$ cat src/rtl/fetch_pc_sequencer.sv
// -----------------------------------------------------------------------------
// fetch_pc_sequencer
//
// Instruction-fetch front end. This block owns the program counter and keeps a
// request/acknowledge transaction open toward instruction memory. Each
// returned word is buffered with its address in a 2-entry queue, and decode
// drains that queue.
//
// A redirect (branch/jump/exception target) flushes the queue. If a request is
// still outstanding when the redirect arrives, the block keeps that request
// stable until it is acknowledged and then throws the response away (DROP).
// After that it fetches from the new target.
//
// Optional feature, enabled by defining FETCH_ALIGN_CHECK_EN:
//   A misaligned redirect target (redirect_pc[1:0] != 0) sets a sticky fault
//   and halts fetching until reset. Any request still outstanding is first
//   drained as in DROP.
//   When the macro is not defined, the low two target bits are forced to zero,
//   fault is tied low and HALT cannot be reached.
//
// Handshake semantics (both sides):
//   imem:  imem_req/imem_addr stay stable until a cycle with imem_ack=1. That
//          cycle both accepts the request and delivers imem_rdata. When
//          imem_req falls without an ack (reset), the request is cancelled.
//   decode: a transfer happens on a rising edge where inst_valid && inst_ready.
//          inst_valid never depends combinationally on inst_ready.
//
// Ports:
//   clk, rst             clock, asynchronous active-high reset
//   imem_req/imem_addr   fetch request and address (imem_addr == pc)
//   imem_ack/imem_rdata  accept + returned word (same cycle)
//   redirect/redirect_pc one-cycle pulse with the new fetch target
//   inst_valid/ready     queue-head handshake toward decode
//   inst_data/inst_pc    queue-head word and its address (hold when empty)
//   pc_out               current fetch PC
//   fault                sticky misaligned-redirect flag
//   state_dbg            FSM state (0=FETCH, 1=DROP, 2=HALT)
// -----------------------------------------------------------------------------
module fetch_pc_sequencer #(
  parameter logic [31:0] RESET_PC = 32'h0000_0000
) (
  input  logic        clk,
  input  logic        rst,
  output logic        imem_req,
  output logic [31:0] imem_addr,
  input  logic        imem_ack,
  input  logic [31:0] imem_rdata,
  input  logic        redirect,
  input  logic [31:0] redirect_pc,
  output logic        inst_valid,
  input  logic        inst_ready,
  output logic [31:0] inst_data,
  output logic [31:0] inst_pc,
  output logic [31:0] pc_out,
  output logic        fault,
  output logic [1:0]  state_dbg
);

  typedef enum logic [1:0] {
    FETCH = 2'd0,
    DROP  = 2'd1,
    HALT  = 2'd2
  } state_t;

  state_t      state_q, state_d;
  logic [31:0] pc_q, pc_d;
  logic [31:0] saved_q, saved_d;
  logic [1:0]  count_q;

  // Queue storage. e0 is always the head, which lets the head outputs hold
  // their last value once the queue drains.
  logic [31:0] e0_pc, e0_word;
  logic [31:0] e1_pc, e1_word;

  logic        fault_q;
  logic        misaligned;
  logic [31:0] tgt;

  logic        outstanding;
  logic        push;
  logic        pop;
  logic        flush;
  logic        halt_pending;

  // ---------------------------------------------------------------------------
  // Redirect target conditioning / alignment check
  // ---------------------------------------------------------------------------
`ifdef FETCH_ALIGN_CHECK_EN
  assign tgt        = redirect_pc;
  assign misaligned = redirect && (redirect_pc[1:0] != 2'b00);

  always_ff @(posedge clk or posedge rst) begin
    if (rst) begin
      fault_q <= 1'b0;
    end else if (misaligned) begin
      fault_q <= 1'b1;
    end
  end
`else
  logic unused_rpc_lsb;
  assign unused_rpc_lsb = ^redirect_pc[1:0];
  assign tgt            = {redirect_pc[31:2], 2'b00};
  assign misaligned     = 1'b0;
  assign fault_q        = 1'b0;
`endif

  // Once a fault is seen (now or earlier), the drain ends in HALT, not FETCH.
  assign halt_pending = fault_q | misaligned;

  // ---------------------------------------------------------------------------
  // Request and handshake decode
  // ---------------------------------------------------------------------------
  // In DROP the request is held at the old address even though the queue may
  // have room, because the memory still owes the cancelled response.
  assign imem_req    = !rst && (((state_q == FETCH) && (count_q < 2'd2)) ||
                                 (state_q == DROP));
  assign outstanding = imem_req && !imem_ack;
  assign push        = (state_q == FETCH) && imem_req && imem_ack && !redirect;
  assign pop         = inst_valid && inst_ready;

  // ---------------------------------------------------------------------------
  // FSM: next state, next pc, saved target
  // ---------------------------------------------------------------------------
  always_comb begin
    state_d = state_q;
    pc_d    = pc_q;
    saved_d = saved_q;
    flush   = 1'b0;
    unique case (state_q)
      FETCH: begin
        if (redirect) begin
          flush = 1'b1;
          if (misaligned) begin
            state_d = outstanding ? DROP : HALT;
          end else if (outstanding) begin
            // Keep imem_addr stable; jump once the old request completes.
            saved_d = tgt;
            state_d = DROP;
          end else begin
            // Nothing owed by memory (or ack coincides): the response is
            // discarded and we jump right away.
            pc_d = tgt;
          end
        end else if (push) begin
          pc_d = pc_q + 32'd4;
        end
      end
      DROP: begin
        if (redirect) begin
          flush = 1'b1;
        end
        if (imem_ack) begin
          if (halt_pending) begin
            state_d = HALT;
          end else begin
            // A redirect arriving together with the ack is the latest target.
            state_d = FETCH;
            pc_d    = redirect ? tgt : saved_q;
          end
        end else if (redirect && !halt_pending) begin
          saved_d = tgt;
        end
      end
      default: begin
        // HALT: frozen until reset.
      end
    endcase
  end

  always_ff @(posedge clk or posedge rst) begin
    if (rst) begin
      state_q <= FETCH;
      pc_q    <= RESET_PC;
      saved_q <= RESET_PC;
    end else begin
      state_q <= state_d;
      pc_q    <= pc_d;
      saved_q <= saved_d;
    end
  end

  // ---------------------------------------------------------------------------
  // 2-entry shift queue of {pc, word}
  // ---------------------------------------------------------------------------
  // A pop in a flush cycle still completes toward decode. Only the occupancy is
  // cleared, so the head registers keep showing the last word.
  always_ff @(posedge clk or posedge rst) begin
    if (rst) begin
      count_q <= 2'd0;
      e0_pc   <= 32'd0;
      e0_word <= 32'd0;
      e1_pc   <= 32'd0;
      e1_word <= 32'd0;
    end else if (flush) begin
      count_q <= 2'd0;
    end else begin
      unique case ({push, pop})
        2'b10:   count_q <= count_q + 2'd1;
        2'b01:   count_q <= count_q - 2'd1;
        default: count_q <= count_q;
      endcase

      if (push) begin
        // push only happens with count_q < 2.
        if ((count_q == 2'd0) || pop) begin
          e0_pc   <= pc_q;
          e0_word <= imem_rdata;
        end else begin
          e1_pc   <= pc_q;
          e1_word <= imem_rdata;
        end
      end else if (pop && (count_q == 2'd2)) begin
        e0_pc   <= e1_pc;
        e0_word <= e1_word;
      end
    end
  end

  // ---------------------------------------------------------------------------
  // Outputs (all from registers)
  // ---------------------------------------------------------------------------
  assign imem_addr  = pc_q;
  assign pc_out     = pc_q;
  assign inst_valid = (count_q != 2'd0);
  assign inst_data  = e0_word;
  assign inst_pc    = e0_pc;
  assign fault      = fault_q;
  assign state_dbg  = state_q;

endmodule
$ cat config.mk
export PLATFORM = sky130hd
export DESIGN_NAME = fetch_pc_sequencer
export DESIGN_NICKNAME = d
export VERILOG_FILES = /design/src/rtl/fetch_pc_sequencer.sv
export SDC_FILE = /design/constraint.sdc
export NUM_CORES = 1
export LEC_CHECK = 0
export CAP_MARGIN = 20
export CORE_MARGIN = 4
export CORE_UTILIZATION = 45
export CTS_BUF_LIST = sky130_fd_sc_hd__clkbuf_8
export CTS_CLUSTER_DIAMETER = 150
export DETAILED_ROUTE_END_ITERATION = 6
export MAX_ROUTING_LAYER = met4
export PLACE_DENSITY = 0.72
export SLEW_MARGIN = 10
export SYNTH_ARGS = -nofsm -noshare
export SYNTH_HDL_FRONTEND = slang
export SYNTH_SLANG_ARGS = --single-unit
$ cat constraint.sdc
create_clock -name clk -period 7.49 [get_ports clk]
set_input_delay 1.1235 -clock clk [delete_from_list [all_inputs] [get_ports clk]]
set_output_delay 1.1235 -clock clk [all_outputs]
set_load 0.03 [all_outputs]
==> reports/qor.txt, run 1 <==
status: completed
slew of the pin with the lowest slew margin: 1.03 ns
vias in the first global route: 6883
Post-Syn Instances: 789
# fillers: 1746
Netlist cell types: 58
Max-slew headroom: 31.0%
Routed WL per cell: 18.4 um
die area: 0.0235 mm^2
critical path class: in -> reg
Skew-Pair Late Insertion Delay: 0.46 ns
setup TNS: 0 ns
effective utilization at floorplan: 46.4%
layout cells sized above 1: 27.3%
ys async rst share: 100%
fin crit period: 4.51 ns
initial DRC count: 373
Worst Hold Class: reg -> reg
postcts setup bufs: 0
Critical Path Fanout Max: 41
# rows: 52
most common cell after layout, fill and taps aside: mux2_2
Synthesis Warnings: 0
fin. max-slew vios: 0
# DRC: 0
clk_skew: 0.0133 ns
Worst setup EP type: register
hold buffers post-CTS: 0
GRT Resource Usage Total: 19.7%
initial antenna violation count: 1
H-tree depth: 4
core outline area: 0.0205 mm^2
arrival time worst endpoint: 4.85 ns
Setup crit start: rst
area of the multi-input gates: 0.00410 mm^2
number of routed nets with antenna violations: 0
CTS Buffer Depth: 2
Required @ worst endpoint: 7.83 ns
Top FF cell, synth: dfrtp_1
nets: 1001
Clock Sinks: 195
Hold WS: 0.489 ns
largest net degree at the start of global routing: 154
cts repair resizes: 0
die height: 153 um
Post-synth EDFFs: 0
routability cong.: 0.890
1st-pass router iterations: 4
DP HPWL: 14900 um
DR vias: 6674
CTS Buf Count: 17
first-pass GRT wire length: 36700 um
Seq cells post-synth: 195
Pleak: 5.15 nW
CTS tree: built
routed wire length: 22400 um
MaxCap Viol Count: 0
PwrDens: 244 mW/mm^2
remaining global-route overflow: 0
Peak supply drop: 126 uV
final setup vio count: 0
area delta synth->final: 24.3%
Hold Violations, Final: 0
clk slew on worst S/H paths: 0.09 ns
Mapped Avg Cell Area: 12.0 um^2
Root Buffer Master: clkbuf_8
final period utilization: 60.3%
post-synthesis sequential area ratio: 51.3%
IO Count: 202
Vias/cell: 5.50
Hold Crit Start: e1_pc[28]
number of port buffers: 197
highest clock rate: 0.222 GHz
Post-Syn Area: 0.00950 mm^2
RR Startpoint: count_q[1]
storage element area: 0.00488 mm^2
die width: 153 um
RSZ-0062 raised after global routing: false
most frequent cells in the layout: 202 x mux2_2, 196 x clkdlybuf4s50_1, 195 x dfrtp_1
CP Launch Type: input port
final timing paths:
check,slack [ns],to,cells after the start
hold reg to reg,0.49,e1_pc[28],1
min in group asynchronous,1.27,imem_addr[1],2
max in group asynchronous,5.24,imem_addr[26],3
hold / removal,0.49,e1_pc[28],1
setup / recovery,2.98,inst_pc[27],8
setup reg to reg,3.79,inst_pc[27],7
metal layers:
layer | vias up | wire length (um) | global-route usage [%]
met1 | 3340 | 10300 | 26.8
met4 | 0 | 320 | 5.60
met5 | - | 0 | -
met2 | 208 | 10700 | 30.5
met3 | 22 | 1030 | 3.48
li1 | 3104 | - | -
logic make-up after synthesis:
group                      share of synthesized area [%]
muxes                                               26.4
DFF                                                 51.3
and+or+nand+nor                                     7.60
AOI/OAI and AO/OA                                   8.60
buffers and inverters                               5.81
adders and majority gates                          0.132
other                                             0.0395
xor gates and xnor gates                          0.0922
synth_stat cells (all sizes together) (3+ instances only):
library cell	number	area [um^2]
nand3	12	65.1
inv	8	30.0
o21ai	53	265
or3	4	25.0
a21oi	25	125
a22o	4	35.0
mux2	220	2480
o211ai	6	45.0
nor3	8	51.3
nand2	46	173
clkbuf	33	125
nor2	35	146
dfrtp	195	4880
a31oi	11	68.8
o2bb2ai	3	26.3
buf	55	397
nor4	6	43.8
and2	3	18.8
a41oi	4	35.0
o31a	3	26.3
nand4	13	96.3
a22oi	4	30.0
mux2i	3	30.0
critical path: stages:
cell and delay (ns):
clkdlybuf4s50_1 0.57, nor2_1 0.29, nand3_4 0.42, buf_4 0.48, o22a_1 0.32, nor2_4 0.79
buf_4 0.42, mux2_2 0.37
area by class of cell:
class,instances,share of cell area [%]
Timing Repair Buffer,210,17.7
Multi-Input combinational cell,499,34.7
Antenna cell,1,0.0212
Clock inverter,13,1.06
Tap cell,270,2.86
Sequential cell,195,41.3
Clock buffer,18,2.10
Inverter,8,0.318
where the power goes:
| group | internal, mW | switching, mW |
|---|---|---|
| Combinational | 0.402 | 0.451 |
| Clock | 0.276 | 0.388 |
| Sequential | 1.20 | 0.156 |
| Total | 1.88 | 0.995 |
sequential cells by signal, indices dropped and copies added (netlist names):
register / flops
imem_addr: 32
inst_data: 32
inst_pc: 32
e1_pc: 32
e1_word: 32
saved_q: 32
count_q: 2
state_dbg: 1
through the flow:
stage	instance area [um^2]	cells	util, %	total power, mW	setup WS (ns)
2_1_floorplan	9510	790	-	1.91	1.05
3_3_place_gp	11400	1180	55.6	2.22	2.42
3_5_place_dp	11400	1180	55.6	2.24	2.40
4_1_cts	11800	1211	57.4	2.91	2.89
5_1_grt	11800	1214	57.6	3.03	2.73
6_report	11800	1214	57.6	2.88	2.98
(Power assumes the default switching activity.)
==> inputs of run 2 (changes only) <==
Clock period 7.49 ns to 4.36 ns, I/O delays scaled along.
==> run 2 against run 1 <==
Compared with the run above: final area grew 0.47%; global-route usage grew 0.37 points; die area is the same; routed wire length grew 1.2%; register-to-register slack lost 1.9 ns; combinational power grew 72%; flip-flop and latch count is the same; final cell count is essentially flat; clock power grew 88%; clock skew grew 0.0035 ns; sequential share of layout area shrank 0.19 points; critical path type is now reg -> out; critical endpoint is now imem_req.
==> reports/qor.txt, run 2 (same netlist as run 1, synthesis figures left out) <==
status: completed
P_int: 3.36 mW
CP Launch Type: register
vias in the first global route: 7089
number of port buffers: 197
layout cells sized above 1: 27.1%
MaxCap Viol Count: 0
Critical Path Fanout Max: 32
DR vias: 6782
r2r worst-path depth: 7
Hold WS: 0.492 ns
final setup vio count: 0
Worst Hold Class: reg -> reg
RR Startpoint: state_dbg[0]
largest net degree at the start of global routing: 86
RSZ-0062 raised after global routing: false
initial DRC count: 333
IO Count: 202
Clk pwr share: 24.7%
cts repair resizes: 0
Gate power share: 29.1%
# fillers: 1801
Required @ worst endpoint: 3.71 ns
Setup crit start: state_dbg[0]
postcts setup bufs: 0
Worst setup EP type: output port
clk_skew: 0.0168 ns
first-pass GRT wire length: 37500 um
slew of the pin with the lowest slew margin: 1.14 ns
most common cell after layout, fill and taps aside: mux2_2
clk slew on worst S/H paths: 0.10 ns
Pleak: 5.19 nW
# DRC: 0
die width: 153 um
Skew-Pair Late Insertion Delay: 0.46 ns
fin crit period: 2.90 ns
Peak supply drop: 259 uV
CTS tree: built
initial antenna violation count: 1
CTS Buf Count: 17
area of the multi-input gates: 0.00410 mm^2
Psw: 1.70 mW
critical path class: reg -> out
area delta synth->final: 24.9%
CTS Buffer Depth: 2
register share of total power: 46.2%
crit path capture: imem_req
Routed WL per cell: 18.6 um
DP HPWL: 15100 um
arrival time worst endpoint: 2.24 ns
Tot Pwr: 5.06 mW
core outline area: 0.0205 mm^2
GRT Resource Usage Total: 20.0%
reg2reg setup slack: 1.86 ns
most frequent cells in the layout: 202 x mux2_2, 196 x clkdlybuf4s50_1, 195 x dfrtp_1
storage element area: 0.00488 mm^2
Max-slew headroom: 24.1%
highest clock rate: 0.345 GHz
setup TNS: 0 ns
nets: 1002
fin. max-slew vios: 0
die area: 0.0235 mm^2
number of routed nets with antenna violations: 0
remaining global-route overflow: 0
routability cong.: 0.832
PwrDens: 426 mW/mm^2
die height: 153 um
routed wire length: 22600 um
Hold Violations, Final: 0
hold buffers post-CTS: 0
Vias/cell: 5.58
1st-pass router iterations: 4
Switching Fraction: 33.5%
final period utilization: 66.4%
H-tree depth: 4
Clock Sinks: 195
# rows: 52
reg-to-reg critical path endpoint: imem_addr[30]
effective utilization at floorplan: 46.4%
Root Buffer Master: clkbuf_8
[run 2: changes by cell type in the layout (fill, tap and decap cells not counted), sizes merged]
| cell | previous run | this run |
|---|---|---|
| clkbuf | 18 | 19 |
| inv | 13 | 10 |
| bufinv | 1 | 3 |
| clkinv | 3 | 5 |
| buf | 14 | 15 |
| clkinvlp | 4 | 2 |
[run 2: worst min path at each step]
stage | start | to | slack, ns | cells past startpoint
global route | e1_word[28] | e1_word[28] | 0.51 | 1
detailed placement | e1_word[10] | e1_word[10] | 0.47 | 1
CTS | e1_word[29] | e1_word[29] | 0.50 | 1
finish | e1_word[20] | e1_word[20] | 0.49 | 1
floorplan | e1_pc[23] | e1_pc[23] | 0.45 | 1
global placement | e1_word[26] | e1_word[26] | 0.46 | 1
[run 2: cell type report]
type	count	share of cell area, %
inverters	8	0.285
clock inverters	12	1.33
well taps	270	2.85
repair buffers	211	17.7
clock buffers	19	2.20
diodes	1	0.0211
flip-flops and latches	195	41.1
multi-input cells	499	34.5
[run 2: metrics by stage]
stage,area [um^2],util (%),worst slack (ns),cells
6_report,11900,57.9,1.46,1215
5_1_grt,11900,57.9,1.35,1215
4_1_cts,11900,57.9,1.44,1214
3_5_place_dp,11400,55.8,1.20,1183
3_3_place_gp,11400,55.8,1.23,1183
2_1_floorplan,9510,-,1.19,790
[run 2: power groups by stage]
| stage | clock, mW | combinational, mW | sequential [mW] |
|---|---|---|---|
| global route | 1.35 | 1.57 | 2.38 |
| CTS | 1.29 | 1.49 | 2.34 |
| detailed placement | 0 | 1.48 | 2.37 |
| finish | 1.25 | 1.47 | 2.34 |
| floorplan | 0 | 0.711 | 2.57 |
| global placement | 0 | 1.46 | 2.36 |
[run 2: layer usage]
metal / routed length (um) / vias up / GRT usage, %
met4: 351 / 0 / 4.79
met2: 10700 / 205 / 31.8
met3: 1140 / 24 / 4.47
met5: 0 / - / -
li1: - / 3103 / -
met1: 10500 / 3450 / 26.5
[run 2: critical path: stages (launching register included)]
cell	delay (ns)
dfrtp_1	0.40
buf_4	0.37
inv_1	0.13
a21oi_1	0.15
clkdlybuf4s50_1	0.72
